### src/rtl/record_streamer.sv
// Record streamer: buffers 47-bit event records in a FIFO and
// serialises each one as six bytes, LSB first, into a byte sink.
module record_streamer #(
    parameter int DEPTH = 16,
    parameter int AW    = 4
) (
    input  logic          clk,
    input  logic          reset,
    input  logic          rec_valid,
    input  logic [46:0]   rec_data,
    input  logic          out_full,
    output logic          out_wr,
    output logic [7:0]    out_data,
    output logic [AW:0]   fifo_count,
    output logic          overflow,
    output logic [15:0]   lost_count
);

    typedef enum logic {IDLE, SEND} state_t;

    localparam logic [AW:0] FULL_CNT = (AW+1)'(DEPTH);

    state_t        state, state_nx;
    logic [47:0]   word, word_nx;
    logic [2:0]    index, index_nx;
    logic [46:0]   mem [DEPTH];
    logic [AW-1:0] wr_ptr, rd_ptr;
    logic          pop, push, drop;
    logic          not_empty, full;

    assign not_empty = (fifo_count != '0);
    assign full      = (fifo_count == FULL_CNT);
    assign push      = rec_valid && (!full || pop);
    assign drop      = rec_valid && full && !pop;

    // Serializer next state, FIFO pop request and byte outputs.
    always_comb begin
        state_nx = state;
        word_nx  = word;
        index_nx = index;
        pop      = 1'b0;
        out_wr   = 1'b0;
        out_data = 8'h00;
        unique case (state)
            IDLE: begin
                if (not_empty) begin
                    pop      = 1'b1;
                    word_nx  = {1'b0, mem[rd_ptr]};
                    index_nx = 3'd0;
                    state_nx = SEND;
                end
            end
            SEND: begin
                out_wr   = !out_full;
                out_data = word[{index, 3'b000} +: 8];
                if (!out_full) begin
                    if (index == 3'd5) begin
                        index_nx = 3'd0;
                        if (not_empty) begin
                            pop     = 1'b1;
                            word_nx = {1'b0, mem[rd_ptr]};
                        end else begin
                            state_nx = IDLE;
                        end
                    end else begin
                        index_nx = index + 3'd1;
                    end
                end
            end
            default: state_nx = IDLE;
        endcase
    end

    // Serializer state register.
    always_ff @(posedge clk) begin
        if (reset) begin
            state <= IDLE;
            word  <= '0;
            index <= 3'd0;
        end else begin
            state <= state_nx;
            word  <= word_nx;
            index <= index_nx;
        end
    end

    // Record storage; contents need no reset since count gates reads.
    always_ff @(posedge clk) begin
        if (!reset && push) begin
            mem[wr_ptr] <= rec_data;
        end
    end

    // FIFO pointers, occupancy and drop accounting.
    always_ff @(posedge clk) begin
        if (reset) begin
            wr_ptr     <= '0;
            rd_ptr     <= '0;
            fifo_count <= '0;
            overflow   <= 1'b0;
            lost_count <= 16'h0000;
        end else begin
            if (push) wr_ptr <= wr_ptr + 1'b1;
            if (pop)  rd_ptr <= rd_ptr + 1'b1;
            if (push && !pop) begin
                fifo_count <= fifo_count + 1'b1;
            end else if (pop && !push) begin
                fifo_count <= fifo_count - 1'b1;
            end
            if (drop) begin
                overflow <= 1'b1;
                if (lost_count != 16'hFFFF) begin
                    lost_count <= lost_count + 16'h0001;
                end
            end
        end
    end

endmodule

### config.mk
export PLATFORM = sky130hd
export DESIGN_NAME = record_streamer
export DESIGN_NICKNAME = d
export VERILOG_FILES = /design/src/rtl/record_streamer.sv
export SDC_FILE = /design/constraint.sdc
export NUM_CORES = 1
export LEC_CHECK = 0
export ABC_AREA = 1
export BUFFER_PORTS_ARGS = -buffer_cell sky130_fd_sc_hd__buf_2
export CORE_MARGIN = 8
export CORE_UTILIZATION = 45
export DETAILED_ROUTE_END_ITERATION = 6
export PLACE_DENSITY_LB_ADDON = 0.1
export SKIP_CTS_REPAIR_TIMING = 1
export SYNTH_ARGS = -nofsm -noshare
export SYNTH_HDL_FRONTEND = slang
export SYNTH_SLANG_ARGS = --single-unit
### constraint.sdc
create_clock -name clk -period 6.6 [get_ports clk]
set_clock_uncertainty 0.2 [all_clocks]
set_input_delay 0.99 -clock clk [delete_from_list [all_inputs] [get_ports clk]]
set_output_delay 0.99 -clock clk [all_outputs]
set_load 0.01 [all_outputs]
## After elaboration in Yosys (flattened, before gate mapping)

Memory sizes are Yosys's and may differ from the RTL's. A register that Yosys moved wholly into a read port is not among the register bits.
Cells that the tools add are included.

| operators by class | value |
|---|---|
| bitwise operators | 1 |
| shift operators | 1 |
| add/subtract/negate cells | 6 |
| eq/ne operators | 6 |
| mux-type cells | 23 |
| reductions and logical operators | 17 |

Operators with widths:

| operator | number |
|---|---|
| $mux 48 | 3 |
| $pmux 48 s2 | 1 |
| $shiftx 48x7->8 | 1 |
| $add 16x1->16 const B | 1 |
| $ne 16x16->1 const B | 1 |
| $mux 5 | 2 |
| $mux 3 | 3 |
| $add 4x1->4 const B | 2 |
| $mux 1 | 8 |
| $mux 4 | 2 |
| $mux 8 | 1 |
| $logic_and 1x1->1 | 6 |
| $pmux 3 s2 | 1 |
| $reduce_and 2->1 | 3 |
| $add 5x1->5 const B | 1 |
| $eq 5x5->1 const B | 1 |
| $logic_not 1->1 | 5 |
| $reduce_bool 5->1 | 1 |
| $sub 5x1->5 const B | 1 |
| $ne 2x2->1 const B | 2 |
| $pmux 1 s2 | 2 |
| $add 3x1->3 const B | 1 |
| $eq 3x3->1 const B | 1 |
| $ne 2x1->1 const B | 1 |
| 3 further kinds | 3 |

| word-level totals | value |
|---|---|
| register bits | 82 |
| RAM bits | 752 |
| output and inout port bits | 31 |
| memories | 1 |
| logic and storage cells | 63 |

Memories:

| memory | words | bits a word | rd ports | clocked after Yosys merged registers in | wr ports | line | RTL |
|---|---|---|---|---|---|---|---|
| mem | 16 | 47 | 1 | 1 | 1 | 26 | `logic [46:0] mem [DEPTH];` |

## Logic depth before layout (Yosys ltp)

Gate-level depths: netlist of run 1.

| depth | value |
|---|---|
| depth after elaboration | 11 |
| depth in mapped cells | 15 |
| mapped depth without buffers | 14 |

## Least setup slack after synthesis of run 1

No wires, ideal clock.

| path | value |
|---|---|
| kind | input-to-reg |
| start point | in reset |
| end point | mem mem[10][0] (enable) |
| library setup time | 452 ps |
| slack | 2308 ps |
| arrival time | 3641 ps |
| cell stages on the path | 5 |
| buffers on the path | 2 |
| cell sequence | clkbuf_1 > inv_1 > clkbuf_1 > nand2_1 > nor2_1 |

| on the way | value |
|---|---|
| longest elaborated chain between the ends | 4 |

Ends and longest elaborated chain:

| element | line | RTL |
|---|---|---|
| start: declaration | 8 | `input logic reset,` |
| $logic_not 1->1 | 89 | `if (!reset && push) begin` |
| $logic_and 1x1->1 | 89 |  |
| $mux 1 | 89 |  |
| $mux 1 (implied by the code) | 90 | `mem[wr_ptr] <= rec_data;` |
| end: declaration | 26 |  |

Every way passes these cells.

## Worst setup path in the final report of run 1

| path | value |
|---|---|
| start point | reg index[0] |
| end point | out out_data[5] |

| on the way | value |
|---|---|
| longest elaborated chain between the ends | 2 |

Ends and longest elaborated chain:

| element | line | RTL |
|---|---|---|
| start: declaration | 25 | `logic [2:0] index, index_nx;` |
| start signal: assignment | 83 | `index <= index_nx;` |
| $shiftx 48x7->8 | 55 | `out_data = word[{index, 3'b000} +: 8];` |
| $mux 8 | 44 | `unique case (state)` |
| end: declaration | 13 | `output logic [7:0] out_data,` |

Every way passes these cells.

==> results of run 1 <==
-- registers in the layout (all words and copies together) (netlist names), named ones only --
register    count
lost_count     16
wr_ptr          4
overflow        1
rd_ptr          4
fifo_count      5
word           47
state           1
index           3
mem           752
-- tightest hold or removal path, cell delays in order (launching register included) --
cell                      delay [ps]
sky130_fd_sc_hd__dfxtp_1         320
sky130_fd_sc_hd__nor2_1           50
sky130_fd_sc_hd__nor2_1           70
-- routing by layer --
metal / routed length [µm] / share of wire / track usage
met5: 13 / 0.00013 / 0
met4: 2380 / 0.023 / 0.0628
met3: 8560 / 0.084 / 0.0534
met2: 45300 / 0.44 / 0.341
met1: 46100 / 0.45 / 0.319
-- logic make-up after synthesis --
group / count (synthesis)
compound gates: 102
xor+xnor: 15
fa+ha+maj: 11
buf+inv: 683
flops: 837
simple gates: 1928
-- layout by cell type (no fill, tap or decap), types with 2 or more instances in the layout --
| cell type | count |
|---|---|
| sky130_fd_sc_hd__buf_2 | 80 |
| sky130_fd_sc_hd__a21oi_1 | 64 |
| sky130_fd_sc_hd__inv_1 | 488 |
| sky130_fd_sc_hd__o21ai_0 | 10 |
| sky130_fd_sc_hd__clkbuf_16 | 91 |
| sky130_fd_sc_hd__dfxtp_1 | 81 |
| sky130_fd_sc_hd__nand2_1 | 1282 |
| sky130_fd_sc_hd__nor2_2 | 4 |
| sky130_fd_sc_hd__edfxtp_1 | 752 |
| sky130_fd_sc_hd__xor2_1 | 9 |
| sky130_fd_sc_hd__bufinv_16 | 2 |
| sky130_fd_sc_hd__nand3_1 | 547 |
| sky130_fd_sc_hd__nor2_1 | 52 |
| sky130_fd_sc_hd__dfxtp_4 | 3 |
| sky130_fd_sc_hd__o211ai_1 | 7 |
| sky130_fd_sc_hd__nor3_1 | 2 |
| sky130_fd_sc_hd__a21oi_2 | 10 |
| sky130_fd_sc_hd__xnor2_1 | 6 |
| sky130_fd_sc_hd__ha_1 | 10 |
| sky130_fd_sc_hd__nand3_2 | 2 |
| sky130_fd_sc_hd__clkinv_8 | 3 |
| sky130_fd_sc_hd__inv_2 | 5 |
| sky130_fd_sc_hd__nand4_1 | 7 |
| sky130_fd_sc_hd__buf_12 | 3 |
| sky130_fd_sc_hd__nor2_4 | 17 |
| sky130_fd_sc_hd__nand2_2 | 11 |
| sky130_fd_sc_hd__nand2_4 | 2 |
| sky130_fd_sc_hd__buf_4 | 28 |
| sky130_fd_sc_hd__o221ai_1 | 8 |
| sky130_fd_sc_hd__clkinv_2 | 8 |
| sky130_fd_sc_hd__clkinv_1 | 23 |
| sky130_fd_sc_hd__diode_2 | 2 |
| sky130_fd_sc_hd__clkbuf_1 | 33 |
-- metrics by stage --
step	cell area (µm²)	util
after global routing	39900	0.504
after global placement	37200	0.470
after detailed placement	37200	0.470
after CTS	39900	0.504
final	39900	0.504
after floorplan	36000	-
-- area by class of cell --
type | instances | area, µm² | area share
Antenna cell | 2 | 5.00 | 0.000125
Sequential cell | 837 | 24300 | 0.609
Inverter | 498 | 1880 | 0.0472
Clock buffer | 124 | 2400 | 0.0602
Timing Repair Buffer | 111 | 671 | 0.0168
Multi-Input combinational cell | 2056 | 9040 | 0.227
Clock inverter | 36 | 267 | 0.00668
Tap cell | 1050 | 1310 | 0.0329
-- report_power, final --
group	switching (mW)	total, mW	internal [mW]
Sequential	0.158	6.15	5.99
Combinational	2.87	3.91	1.05
Clock	2.03	4.64	2.62
-- how the worst max path moves through the flow --
| stage | slack (ps) | end |
|---|---|---|
| finish | 2110 | out_data[5] |
| detailed placement | 2180 | mem[1][10] |
| CTS | 2190 | mem[1][7] |
| floorplan | 2310 | mem[10][0] |
| global route | 1890 | out_data[5] |
| global placement | 2300 | mem[1][10] |
==> impl_metrics.env, run 1 <==
export IMPL_run_status="finished, final reports clean"
export IMPL_io_buffer_count=81
export IMPL_regToRegStartpoint="index[0]"
export IMPL_first_iter_violations=2424
export IMPL_seq_area_frac_synth=0.675
export IMPL_setup_slack_ps=2110
export IMPL_finalCritPeriodShare=0.680
export IMPL_power_per_cell_area_mw_per_mm2=369
export IMPL_number_of_antenna_violations_at_the_first_check_in_global_routing=8
export IMPL_floorplan_io_pins=82
export IMPL_core_area_mm2=0.0791
export IMPL_grt_pass1_wl_mm=152
export IMPL_timing_hold_violations_final=0
export IMPL_num_rows=103
export IMPL_synth_edff_count=752
export IMPL_power_mw=14.7
export IMPL_layout_cells_non_filler=4714
export IMPL_synthesis_instances=3576
export IMPL_report_final_slew_viol_count=0
export IMPL_path_delay_family="flip-flops"
export IMPL_worst_endpoint_required_ps=5410
export IMPL_synth_xor_area_share=0.00365
export IMPL_cp_common_cell="sky130_fd_sc_hd__nand2_1"
export IMPL_synth_simple_gate_area_share=0.224
export IMPL_worst_skew_pair_late_latency_ps=650
export IMPL_slowest_delay_ps=900
export IMPL_class_of_the_tightest_hold_or_removal_check="reg2reg"
export IMPL_synth_largest_type_area_fraction=0.628
export IMPL_synthMuxAreaShare=0
export IMPL_fin_hold_ws_ps=267
export IMPL_post_route_cells_drive_above_1_share=0.0759
export IMPL_reg2reg_depth=9
export IMPL_synth_cell_area_mm2=0.0360
export IMPL_inserted_clock_buffers=88
export IMPL_clock_pin_slew_of_the_registers_on_the_worst_case_setup_and_hold_paths_ps=60
export IMPL_avgRoutedWirePerCell_um=21.7
export IMPL_drv_cap=0
export IMPL_min_delay_start="overflow"
export IMPL_final_critical_period_ps=4490
export IMPL_dieWidth_um=299
export IMPL_totalNegativeSetupSlack_ps=0
export IMPL_grt_pass1_vias=23900
export IMPL_relative_slew_slack=0.00129
export IMPL_regToRegSetupSlack_ps=2150
export IMPL_clock_root_buffer="sky130_fd_sc_hd__clkbuf_16"
export IMPL_areaGrowthSynthToFinish_pct=10.8
export IMPL_timing_critical_path_buf_inv=2
export IMPL_grt_start_max_net_pins=189
export IMPL_drt_antenna_violating_nets=0
export IMPL_ys_top_cells_by_area="sky130_fd_sc_hd__edfxtp_1 63%, sky130_fd_sc_hd__nand2_1 13%, sky130_fd_sc_hd__nand3_1 7.6%"
export IMPL_worstMarginPinSlew_ps=1500
export IMPL_library_cell_with_the_highest_instance_count_after_synthesis="sky130_fd_sc_hd__nand2_1"
export IMPL_leading_area_contributor_after_synthesis="sky130_fd_sc_hd__edfxtp_1"
export IMPL_cts_path_max_buffers=3
export IMPL_worst_setup_path_start_kind="flop"
export IMPL_dr_total_vias=24700
export IMPL_ys_ff_latch=837
export IMPL_place_congestion=0.857
export IMPL_globalRoute_totalOverflow=0
export IMPL_setup_viol=0
export IMPL_finalNetCount=3654
export IMPL_worst_path_stages=7
export IMPL_design_die_area_mm2=0.0893
export IMPL_dp_hpwl_mm=59.1
export IMPL_synth_lib_cells_used_distinct=34
export IMPL_achievable_frequency_mhz=223
export IMPL_largest_family_of_logic_cells_by_synthesized_area="simple AND/OR/NAND/NOR gates"
export IMPL_tritoncts="built"
export IMPL_hold_depth=2
export IMPL_detail_route_vias_per_cell=5.23
export IMPL_power_ir_vdd_worst_v=0.000319
export IMPL_critical_path_cell_chain="inv_1 > nand2_1 > nand3_1 > o221ai_1 > nand2_1 > a21oi_1 > buf_2"
export IMPL_crit_reg2reg_capture="mem[0][46]"
export IMPL_numClockSinks=837
export IMPL_crit_path_end_kind="output port"
export IMPL_chipHeight_um=299
export IMPL_synthesis_area_per_instance_um2=10.1
export IMPL_fillerInstances=7124
export IMPL_placement_setup_worst_slack_ps=2180
export IMPL_floorplan_initialDensity=0.455
export IMPL_synth_common_cells="1,282 x sky130_fd_sc_hd__nand2_1, 752 x sky130_fd_sc_hd__edfxtp_1, 547 x sky130_fd_sc_hd__nand3_1, 490 x sky130_fd_sc_hd__inv_1, 107 x sky130_fd_sc_hd__buf_2"
export IMPL_hold_path_endpoint="overflow"
export IMPL_synth_adder_area_share=0.00403
export IMPL_critPathKind="reg2out"
export IMPL_htree_num_levels=3
export IMPL_track_usage=0.224
export IMPL_net_count_synth=3638
export IMPL_drc_violation_count_after_routing=0
export IMPL_total_of_warnings_raised_by_yosys=0
export IMPL_routed_wl_mm=102
export IMPL_drt_pre_antenna_iters=5
export IMPL_synth_compound_area_share=0.0168
export IMPL_setup_worst_path_start="index[0]"
export IMPL_p_leak_nw=16.5
export IMPL_postSynth_asyncResetShare=0
export IMPL_grt_setup_unrepaired="no"
export IMPL_critical_path_slowest_cell="sky130_fd_sc_hd__dfxtp_1"
export IMPL_dominantRegCellSynth="sky130_fd_sc_hd__edfxtp_1"
export IMPL_placed_cells=4552
export IMPL_path_max_fanout=29
export IMPL_worst_endpoint_arrival_ps=3300
No activity file was read; power rests on OpenSTA's default activity.
==> run 2: changes to the inputs <==
==> constraint.sdc (replaced) <==
create_clock -name clk -period 4.2 [get_ports clk]
set_clock_uncertainty 0.2 [all_clocks]
set_input_delay 0.63 -clock clk [delete_from_list [all_inputs] [get_ports clk]]
set_output_delay 0.63 -clock clk [all_outputs]
set_load 0.01 [all_outputs]
==> run 2 against run 1 <==
Compared with the run above:
- sequential power up 57%
- routed wire length down 5.4%
- register-to-register slack worse by 990 ps
- design area up 1.7%
- combinational power up 54%
- highest routed layer unchanged
- flip-flop and latch count unchanged
- critical endpoint is now out_data[6]
- clock-buffer cell count up 4
==> impl_metrics.env, run 2 (same netlist as run 1, synthesis figures left out) <==
export IMPL_run_status="finished, final reports clean"
export IMPL_cts_path_max_buffers=3
export IMPL_drc_violation_count_after_routing=0
export IMPL_worst_endpoint_arrival_ps=2610
export IMPL_timing_critical_path_buf_inv=2
export IMPL_class_of_the_tightest_hold_or_removal_check="in2reg"
export IMPL_setup_viol=0
export IMPL_first_iter_violations=1991
export IMPL_min_delay_start="rec_data[13]"
export IMPL_path_delay_family="compound AO/OA/AOI/OAI gates"
export IMPL_placed_area_mm2=0.0375
export IMPL_areaGrowthSynthToFinish_pct=12.7
export IMPL_hold_depth=1
export IMPL_hold_path_endpoint="mem[2][13]"
export IMPL_worst_setup_path_start_kind="flop"
export IMPL_totalNegativeSetupSlack_ps=0
export IMPL_chipHeight_um=299
export IMPL_clock_pin_slew_of_the_registers_on_the_worst_case_setup_and_hold_paths_ps=60
export IMPL_utilization=0.512
export IMPL_num_rows=103
export IMPL_timing_hold_violations_final=0
export IMPL_stdcell_area_mm2=0.0406
export IMPL_detail_route_vias_per_cell=5.18
export IMPL_power_per_cell_area_mw_per_mm2=587
export IMPL_largest_register="mem"
export IMPL_power_ir_vdd_worst_v=0.000496
export IMPL_inserted_clock_buffers=91
export IMPL_floorplan_initialDensity=0.455
export IMPL_regToRegStartpoint="index[0]"
export IMPL_critical_path_slowest_cell="sky130_fd_sc_hd__a21oi_1"
export IMPL_dp_hpwl_mm=51.9
export IMPL_grt_setup_unrepaired="no"
export IMPL_reg2reg_depth=14
export IMPL_regToRegSetupSlack_ps=1160
export IMPL_p_leak_nw=16.9
export IMPL_crit_path_end_kind="output port"
export IMPL_routed_wl_mm=96.8
export IMPL_number_of_antenna_violations_at_the_first_check_in_global_routing=7
export IMPL_grt_pass1_wl_mm=148
export IMPL_crit_reg2reg_capture="fifo_count[3]"
export IMPL_biggestRegsByFlops="mem x752, word x47, lost_count x16"
export IMPL_critPathKind="reg2out"
export IMPL_io_buffer_count=81
export IMPL_layout_cells_most_common_list="1,282 x sky130_fd_sc_hd__nand2_1, 752 x sky130_fd_sc_hd__edfxtp_1, 547 x sky130_fd_sc_hd__nand3_1"
export IMPL_placed_cells=4580
export IMPL_final_critical_period_ps=3440
export IMPL_path_max_fanout=12
export IMPL_layout_cells_most_common="sky130_fd_sc_hd__nand2_1"
export IMPL_power_mw=23.8
export IMPL_core_area_mm2=0.0791
export IMPL_achievable_frequency_mhz=291
export IMPL_worstMarginPinSlew_ps=1160
export IMPL_avgRoutedWirePerCell_um=20.4
export IMPL_finalNetCount=3685
export IMPL_layout_cells_non_filler=4754
export IMPL_globalRoute_totalOverflow=0
export IMPL_setup_slack_ps=764
export IMPL_drv_cap=0
export IMPL_place_congestion=0.876
export IMPL_fin_hold_ws_ps=162
export IMPL_finalCritPeriodShare=0.818
export IMPL_placement_setup_worst_slack_ps=999
export IMPL_critical_path_cell_chain="inv_1 > nand2_1 > o221ai_1 > nand2_1 > a21oi_1 > buf_2"
export IMPL_largest_reg_flops=752
export IMPL_slowest_delay_ps=420
export IMPL_htree_num_levels=3
export IMPL_grt_start_max_net_pins=147
export IMPL_cp_common_cell="sky130_fd_sc_hd__nand2_1"
export IMPL_tritoncts="built"
export IMPL_drt_antenna_violating_nets=0
export IMPL_drt_pre_antenna_iters=5
export IMPL_worst_endpoint_required_ps=3370
export IMPL_report_final_slew_viol_count=0
export IMPL_design_die_area_mm2=0.0893
export IMPL_clock_root_buffer="sky130_fd_sc_hd__clkbuf_16"
export IMPL_grt_pass1_vias=24100
export IMPL_worst_skew_pair_late_latency_ps=640
export IMPL_post_route_cells_drive_above_1_share=0.0902
export IMPL_dr_total_vias=24600
export IMPL_track_usage=0.214
export IMPL_floorplan_io_pins=82
export IMPL_numClockSinks=837
export IMPL_dieWidth_um=299
export IMPL_relative_slew_slack=0.228
-- run 2: cell count changes in the layout (fill, tap and decap cells not counted), sizes merged --
cell	delta
bufinv	+8
buf	+28
inv	+6
clkinv	-8
clkinvlp	+2
clkbuf	+4
-- run 2: how the worst max path moves through the flow --
stage,startpoint,to,slack (ps),cells past startpoint
2_1_floorplan,reset,mem[10][0],270,5
3_3_place_gp,out_full,mem[0][19],1100,9
3_5_place_dp,out_full,mem[0][23],1000,9
4_1_cts,index[0],out_data[6],850,6
5_1_grt,index[0],out_data[2],650,6
6_report,index[0],out_data[6],760,6
-- run 2: layer usage --
| layer | global-route usage | routed length [µm] | vias up |
|---|---|---|---|
| met5 | 0 | 13 | - |
| met4 | 0.0617 | 2620 | 2 |
| met3 | 0.0346 | 6150 | 178 |
| met2 | 0.344 | 44300 | 749 |
| met1 | 0.301 | 43700 | 11900 |
| li1 | - | - | 11700 |
-- run 2: area by class of cell --
class                      count  area, µm²
antenna                        2       5.00
clock buffer                 128       2550
clock inverter                44        502
fill                        7098      38600
inverter                     498       1890
multi-input combinational   2056       9040
sequential                   837      24300
tap                         1050       1310
timing repair buffer         139        956
-- run 2: where the power goes --
| group | total (mW) | internal [mW] | switching, mW |
|---|---|---|---|
| sequential | 9.67 | 9.41 | 0.260 |
| combinational | 6.01 | 1.71 | 4.30 |
| clock | 8.13 | 4.86 | 3.27 |
